[config.mk]
export PLATFORM = sky130hd
export DESIGN_NAME = pipe_stage_reg
export DESIGN_NICKNAME = d
export VERILOG_FILES = /design/src/rtl/pipe_stage_reg.sv
export SDC_FILE = /design/constraint.sdc
export NUM_CORES = 1
export LEC_CHECK = 0
export ABC_AREA = 1
export CORE_ASPECT_RATIO = 1.5
export CORE_MARGIN = 3
export CORE_UTILIZATION = 45
export DETAILED_ROUTE_END_ITERATION = 7
export PLACE_DENSITY_LB_ADDON = 0.3
export SLEW_MARGIN = 20
export SYNTH_ARGS = -nofsm -noshare
export SYNTH_HDL_FRONTEND = slang
export SYNTH_SLANG_ARGS = --single-unit
export TNS_END_PERCENT = 30
[constraint.sdc]
create_clock -name clk -period 2.9 [get_ports clk]
set_clock_uncertainty 0.15 [all_clocks]
set_input_delay 0.58 -clock clk [delete_from_list [all_inputs] [get_ports clk]]
set_output_delay 0.58 -clock clk [all_outputs]
set_load 0.03 [all_outputs]
[src/rtl/pipe_stage_reg.sv]
// Two-entry pipeline stage register with a skid buffer.
// The main register always drives the outputs. The skid register catches
// the one extra entry that can arrive while the head is stalled. Because of
// that, in_ready depends only on registered state and flush.
module pipe_stage_reg #(
  parameter int                    DATA_WIDTH = 32,
  parameter int                    NUM_OPS    = 2,
  parameter int                    INSN_WIDTH = 32,
  parameter logic [INSN_WIDTH-1:0] NOP_INSN   = '0
) (
  input  logic                          clk,
  input  logic                          reset,
  input  logic                          flush,
  input  logic                          in_valid,
  output logic                          in_ready,
  input  logic [NUM_OPS*DATA_WIDTH-1:0] ops_in,
  input  logic [INSN_WIDTH-1:0]         insn_in,
  output logic                          out_valid,
  input  logic                          out_ready,
  output logic [NUM_OPS*DATA_WIDTH-1:0] ops_out,
  output logic [INSN_WIDTH-1:0]         insn_out,
  output logic [1:0]                    occupancy
);

  localparam int OPS_WIDTH = NUM_OPS * DATA_WIDTH;

  // The encoding doubles as the occupancy count.
  typedef enum logic [1:0] {
    EMPTY = 2'd0,
    ONE   = 2'd1,
    FULL  = 2'd2
  } state_t;

  state_t                r_state;
  state_t                w_stateNext;

  logic [OPS_WIDTH-1:0]  r_mainOps;
  logic [INSN_WIDTH-1:0] r_mainInsn;
  logic                  r_mainValid;
  logic [OPS_WIDTH-1:0]  r_skidOps;
  logic [INSN_WIDTH-1:0] r_skidInsn;
  logic                  r_skidValid;

  logic [OPS_WIDTH-1:0]  w_mainOpsNext;
  logic [INSN_WIDTH-1:0] w_mainInsnNext;
  logic                  w_mainValidNext;
  logic [OPS_WIDTH-1:0]  w_skidOpsNext;
  logic [INSN_WIDTH-1:0] w_skidInsnNext;
  logic                  w_skidValidNext;

  logic                  w_accept;
  logic                  w_drain;

  // Handshake qualifiers. These are deliberately free of any in_valid or
  // out_ready path into in_ready.
  assign in_ready = !r_skidValid && !flush;
  assign w_accept = in_valid && in_ready;
  assign w_drain  = r_mainValid && out_ready;

  // Next-state and next-register logic. Every register holds by default.
  // Flush overrides everything, but a drain on the same edge still counts
  // downstream.
  always_comb begin
    w_stateNext     = r_state;
    w_mainOpsNext   = r_mainOps;
    w_mainInsnNext  = r_mainInsn;
    w_mainValidNext = r_mainValid;
    w_skidOpsNext   = r_skidOps;
    w_skidInsnNext  = r_skidInsn;
    w_skidValidNext = r_skidValid;

    unique case (r_state)
      EMPTY: begin
        if (w_accept) begin
          w_stateNext     = ONE;
          w_mainOpsNext   = ops_in;
          w_mainInsnNext  = insn_in;
          w_mainValidNext = 1'b1;
        end
      end
      ONE: begin
        if (w_accept && w_drain) begin
          w_mainOpsNext   = ops_in;
          w_mainInsnNext  = insn_in;
        end else if (w_accept) begin
          w_stateNext     = FULL;
          w_skidOpsNext   = ops_in;
          w_skidInsnNext  = insn_in;
          w_skidValidNext = 1'b1;
        end else if (w_drain) begin
          w_stateNext     = EMPTY;
          w_mainValidNext = 1'b0;
        end
      end
      FULL: begin
        if (w_drain) begin
          w_stateNext     = ONE;
          w_mainOpsNext   = r_skidOps;
          w_mainInsnNext  = r_skidInsn;
          w_skidOpsNext   = '0;
          w_skidInsnNext  = NOP_INSN;
          w_skidValidNext = 1'b0;
        end
      end
      default: begin
        w_stateNext     = EMPTY;
        w_mainValidNext = 1'b0;
        w_skidValidNext = 1'b0;
      end
    endcase

    if (flush) begin
      w_stateNext     = EMPTY;
      w_mainOpsNext   = '0;
      w_mainInsnNext  = NOP_INSN;
      w_mainValidNext = 1'b0;
      w_skidOpsNext   = '0;
      w_skidInsnNext  = NOP_INSN;
      w_skidValidNext = 1'b0;
    end
  end

  // State and storage registers. Synchronous reset takes priority over all inputs.
  always_ff @(posedge clk) begin
    if (reset) begin
      r_state     <= EMPTY;
      r_mainOps   <= '0;
      r_mainInsn  <= NOP_INSN;
      r_mainValid <= 1'b0;
      r_skidOps   <= '0;
      r_skidInsn  <= NOP_INSN;
      r_skidValid <= 1'b0;
    end else begin
      r_state     <= w_stateNext;
      r_mainOps   <= w_mainOpsNext;
      r_mainInsn  <= w_mainInsnNext;
      r_mainValid <= w_mainValidNext;
      r_skidOps   <= w_skidOpsNext;
      r_skidInsn  <= w_skidInsnNext;
      r_skidValid <= w_skidValidNext;
    end
  end

  assign out_valid = r_mainValid;
  assign ops_out   = r_mainOps;
  assign insn_out  = r_mainInsn;
  assign occupancy = r_state;

endmodule

; After elaboration in Yosys (flattened, before gate mapping)
; Cells that the tools add are included.
[classes]
eq_ne = 10
muxes = 27
n_bitwise = 2
reduce_logical = 15
[ops]
columns = op, n
row1 = two-way mux 64 bit, 5
row2 = one-hot mux 64 bit (3 select lines), 1
row3 = two-way mux 32 bit, 5
row4 = one-hot mux 64 bit (2 select lines), 1
row5 = one-hot mux 32 bit (3 select lines), 1
row6 = one-hot mux 32 bit (2 select lines), 1
row7 = AND reduction 4 bit, 4
row8 = != test 2 bit (second input constant), 7
row9 = two-way mux 2 bit, 5
row10 = one-hot mux 1 bit (3 select lines), 2
row11 = one-hot mux 2 bit (3 select lines), 1
row12 = two-way mux 1 bit, 5
row13 = AND reduction 5 bit, 1
row14 = logical AND 1 bit, 4
row15 = != test 3 bit (second input constant), 1
row16 = nonzero test 3 bit, 1
row17 = equality test 2 x 1 -> 1 bit (second input constant), 1
row18 = equality test 2 bit (second input constant), 1
row19 = zero test 1 bit, 2
row20 = zero test 2 bit, 1
row21 = NOT 1 bit, 2
row22 = nonzero test 2 bit, 1
row23 = OR reduction 2 bit, 1
[word_totals]
reg_bits = 196
input_bits = 101
output_inout_bits = 100

; Longest topological paths before layout
[logic_depth]
word_depth = 6
ltp_mapped = 11
mapped_depth_nobuf = 9

; Least setup slack after synthesis
; No wires, ideal clock.
[synth_path]
path_type = input to register
start = input flush
end = register r_mainInsn[9], in the netlist insn_out[9]
arrival_ns = 1.842
required_ns = 2.638
path_slack_ns = 0.796
stages = 10
path_buffers = 2
cell_sequence = nor2_2 nand2_1 nand2_1 nand2_2 inv_2 buf_4 buf_2 nand3_1 nand2_1 nor2_1
[synth_between]
elab_chain_len = 6
[synth_rtl]
columns = item, line
row1 = from (decl), 13  ; input logic flush,
row2 = zero test 1 bit, 56  ; assign in_ready = !r_skidValid && !flush;
row3 = logical AND 1 bit, 56
row4 = logical AND 1 bit, 57  ; assign w_accept = in_valid && in_ready;
row5 = logical AND 1 bit, 82  ; if (w_accept && w_drain) begin
row6 = != test 2 bit (no source line), -
row7 = AND reduction 4 bit (no source line), -
row8 = to (signal assigned), 136  ; r_mainInsn <= w_mainInsnNext;
row9 = to (decl), 38  ; logic [INSN_WIDTH-1:0] r_mainInsn;
; Parallel ways exist; a longest one is shown, timed or not.
; A chain may end at the register's enable or synchronous reset.

; Worst setup path after layout
[layout_path]
start = input flush
end = output in_ready
[layout_between]
elab_chain_len = 2
[layout_rtl]
columns = item, line
row1 = zero test 1 bit, 56
row2 = logical AND 1 bit, 56
row3 = to (decl), 15  ; output logic in_ready,
; Every way passes these cells.

==> results.ini <==
[worst_setup_path]
start_kind=input port
required_ns=2.17
reg2reg_depth=9
crit_top_cell=clkdlybuf4s50_1
crit_family=buffers and inverters
worstSetupPathType=input port to output pin
r2r_end=insn_out[30]
cp_num_buf_inv=2
slowest_stage=clkdlybuf4s50_1
critical_path.cell_chain=clkdlybuf4s50_1, nor2_2, clkdlybuf4s50_1
cpPeakStageDelay_ns=0.71
critPathCaptureType=output pin
r2r_slack_ns=0.68
crit_fanout=4
critPathArrivalTime_ns=1.95
reg2reg_from=occupancy[0]

[global_route]
met1_usage=0.286
gr-max-usage-layer=met2
grt_pass1_vias=8544
globalRouteMet3Util=0.0468
gr-total-overflow=0
track_usage=0.229
met2_usage=0.392
grt_max_degree=102
grt_pass1_wl_um=41600
antenna_found_initial=2

[finish]
fillerInstances=1839
layout.nets=1628
layout_commonest_cell=nand2_1
mostFrequentLayoutCells=nand2_1, clkdlybuf4s50_1, dfxtp_1, nor2_1
syn_to_final_growth_pct=31.1
drive_gt1_frac=0.0422
postLayoutCellArea_um2=11900

[timing]
hold_slack_ns=0.310
finalCritPeriodShare=0.924
relSlewSlack=0.410
fin_crit_ns=2.68
drv_slew=0
finalHoldViolCount=0
rsz0062_at_grt=no
final-setup-viol-count=0
fin_setup_tns_ns=0
tightestPinTransition_ns=0.885
fin_ws_ns=0.220
fmax_ghz=0.373

[floorplan]
chipHeight_um=180
ioPinCount=201
dieArea_um2=22000
core_um2=19800
rows=63
start_util=0.460
die_x_um=122

[clock_tree]
numClockSinks=196
cts_made_buffers=17
cts_setup_buffers=0
path_clk_slew_ns=0.07
cts_root_buf=clkbuf_16
cts_tree=done
cts-htree-levels=4
clk_latency_ns=0.43
postCtsResizedCells=0
clock_path_buffers=2
cts_hold_buf=0

[placement]
dp_hpwl_um=14700
gp_congestion=0.803
place_ws_ns=0.226
placed_area_um2=11300
port_buffers=200

[status]
status=completed

[drt]
initialDrtViolationCount=813
finalWirelength_um=25000
first_pass_iters=5
vias_per_cell=5.09
ant_nets=0
drc_errors=0
routed-via-count=9165
routedWlPerCell_um=13.9

[power_and_ir_drop]
p_sw_frac=0.253
power_leakage_nw=4.94
p_switching_w=0.00159
ir_drop_uv=342
pwr-share-comb=0.144
pwr_density_cell_nw_per_um2=528
power.total_w=0.00629
p_seq_frac=0.444
internal-power_w=0.00470
power_frac_clock=0.412

[synth]
synth-seq-cells=196
syn_avg_cell_area_um2=6.49
yosys.area.top_type_share=0.431
yosys_warnings=0
netlist-cell-type-count=20
yosysTopAreaCell=dfxtp_1
ys_top_cells_by_area=dfxtp_1, nand2_1, nor2_1
syn_nets=1502
netlist_instances=1401
netlist_area_um2=9100
synth_seq_area_share=0.431

[run]
max_cap_viol_count=0

[worst_hold_path]
holdPathStages=2
hold_path.class=flip-flop to flip-flop
min_to=r_skidInsn[2]
min_from=r_skidInsn[2]

area by class of cell:
| type | instances | area, um^2 | area share |
|---|---|---|---|
| multi-input cells | 990 | 4290 | 0.360 |
| repair buffers | 218 | 2340 | 0.196 |
| inverters | 104 | 395 | 0.0331 |
| diodes | 2 | 5.00 | 0.000420 |
| well taps | 260 | 325 | 0.0273 |
| clock inverters | 13 | 205 | 0.0172 |
| flip-flops and latches | 196 | 3920 | 0.329 |
| clock buffers | 19 | 443 | 0.0371 |
stage by stage:
stage               cells   util
global placement     1768  0.570
finish               1802  0.603
detailed placement   1768  0.570
CTS                  1800  0.603
global route         1802  0.603
floorplan            1401      -
per-layer routing:
| metal | share of wire | up-vias |
|---|---|---|
| met2 | 0.50 | 273 |
| met3 | 0.059 | 26 |
| met4 | 0.017 | 0 |
| li1 | - | 4689 |
| met5 | 0 | - |
| met1 | 0.43 | 4177 |
cell usage after synthesis (all sizes together):
cell	count
clkbuf	48
nand4	97
nor2	198
a21oi	100
nand2	492
inv	104
o21bai	1
o21ai	2
dfxtp	196
buf	63
nand3	100
worst min-delay path: cells and delay by family (launching register included):
kind / cells / cell delay [ns]
DFF: 1 / 0.31
and+or+nand+nor: 1 / 0.06
AOI/OAI and AO/OA: 1 / 0.05
power groups by stage:
| stage | registers (W) | logic, W | clock network, W |
|---|---|---|---|
| final | 0.00280 | 0.000908 | 0.00259 |
| after global routing | 0.00280 | 0.00100 | 0.00274 |
| after CTS | 0.00280 | 0.000914 | 0.00264 |
| after detailed placement | 0.00286 | 0.000908 | 0 |
| after global placement | 0.00286 | 0.000903 | 0 |
| after floorplan | 0.00297 | 0.000400 | 0 |
registers in the layout, summed over array words and instances, names as in the netlist:
register	flops
ops_out	64
r_skidOps	64
out_valid	1
r_skidValid	1
occupancy	2
r_skidInsn	32
insn_out	32
worst max path at each step:
stage	start	endpoint	slack, ns	cells past startpoint
final	flush	in_ready	0.22	3
after CTS	flush	in_ready	0.21	3
after floorplan	flush	insn_out[9]	0.80	10
after global placement	flush	in_ready	0.24	3
after global routing	flush	in_ready	0.18	3
after detailed placement	flush	in_ready	0.23	3
cells by family after synthesis:
| logic type | count (synthesis) | share of synthesized area |
|---|---|---|
| buf+inv | 215 | 0.101 |
| simple gates | 887 | 0.409 |
| compound gates | 103 | 0.0582 |
| flops | 196 | 0.431 |
Note: power is estimated with default switching activity, not from simulation.
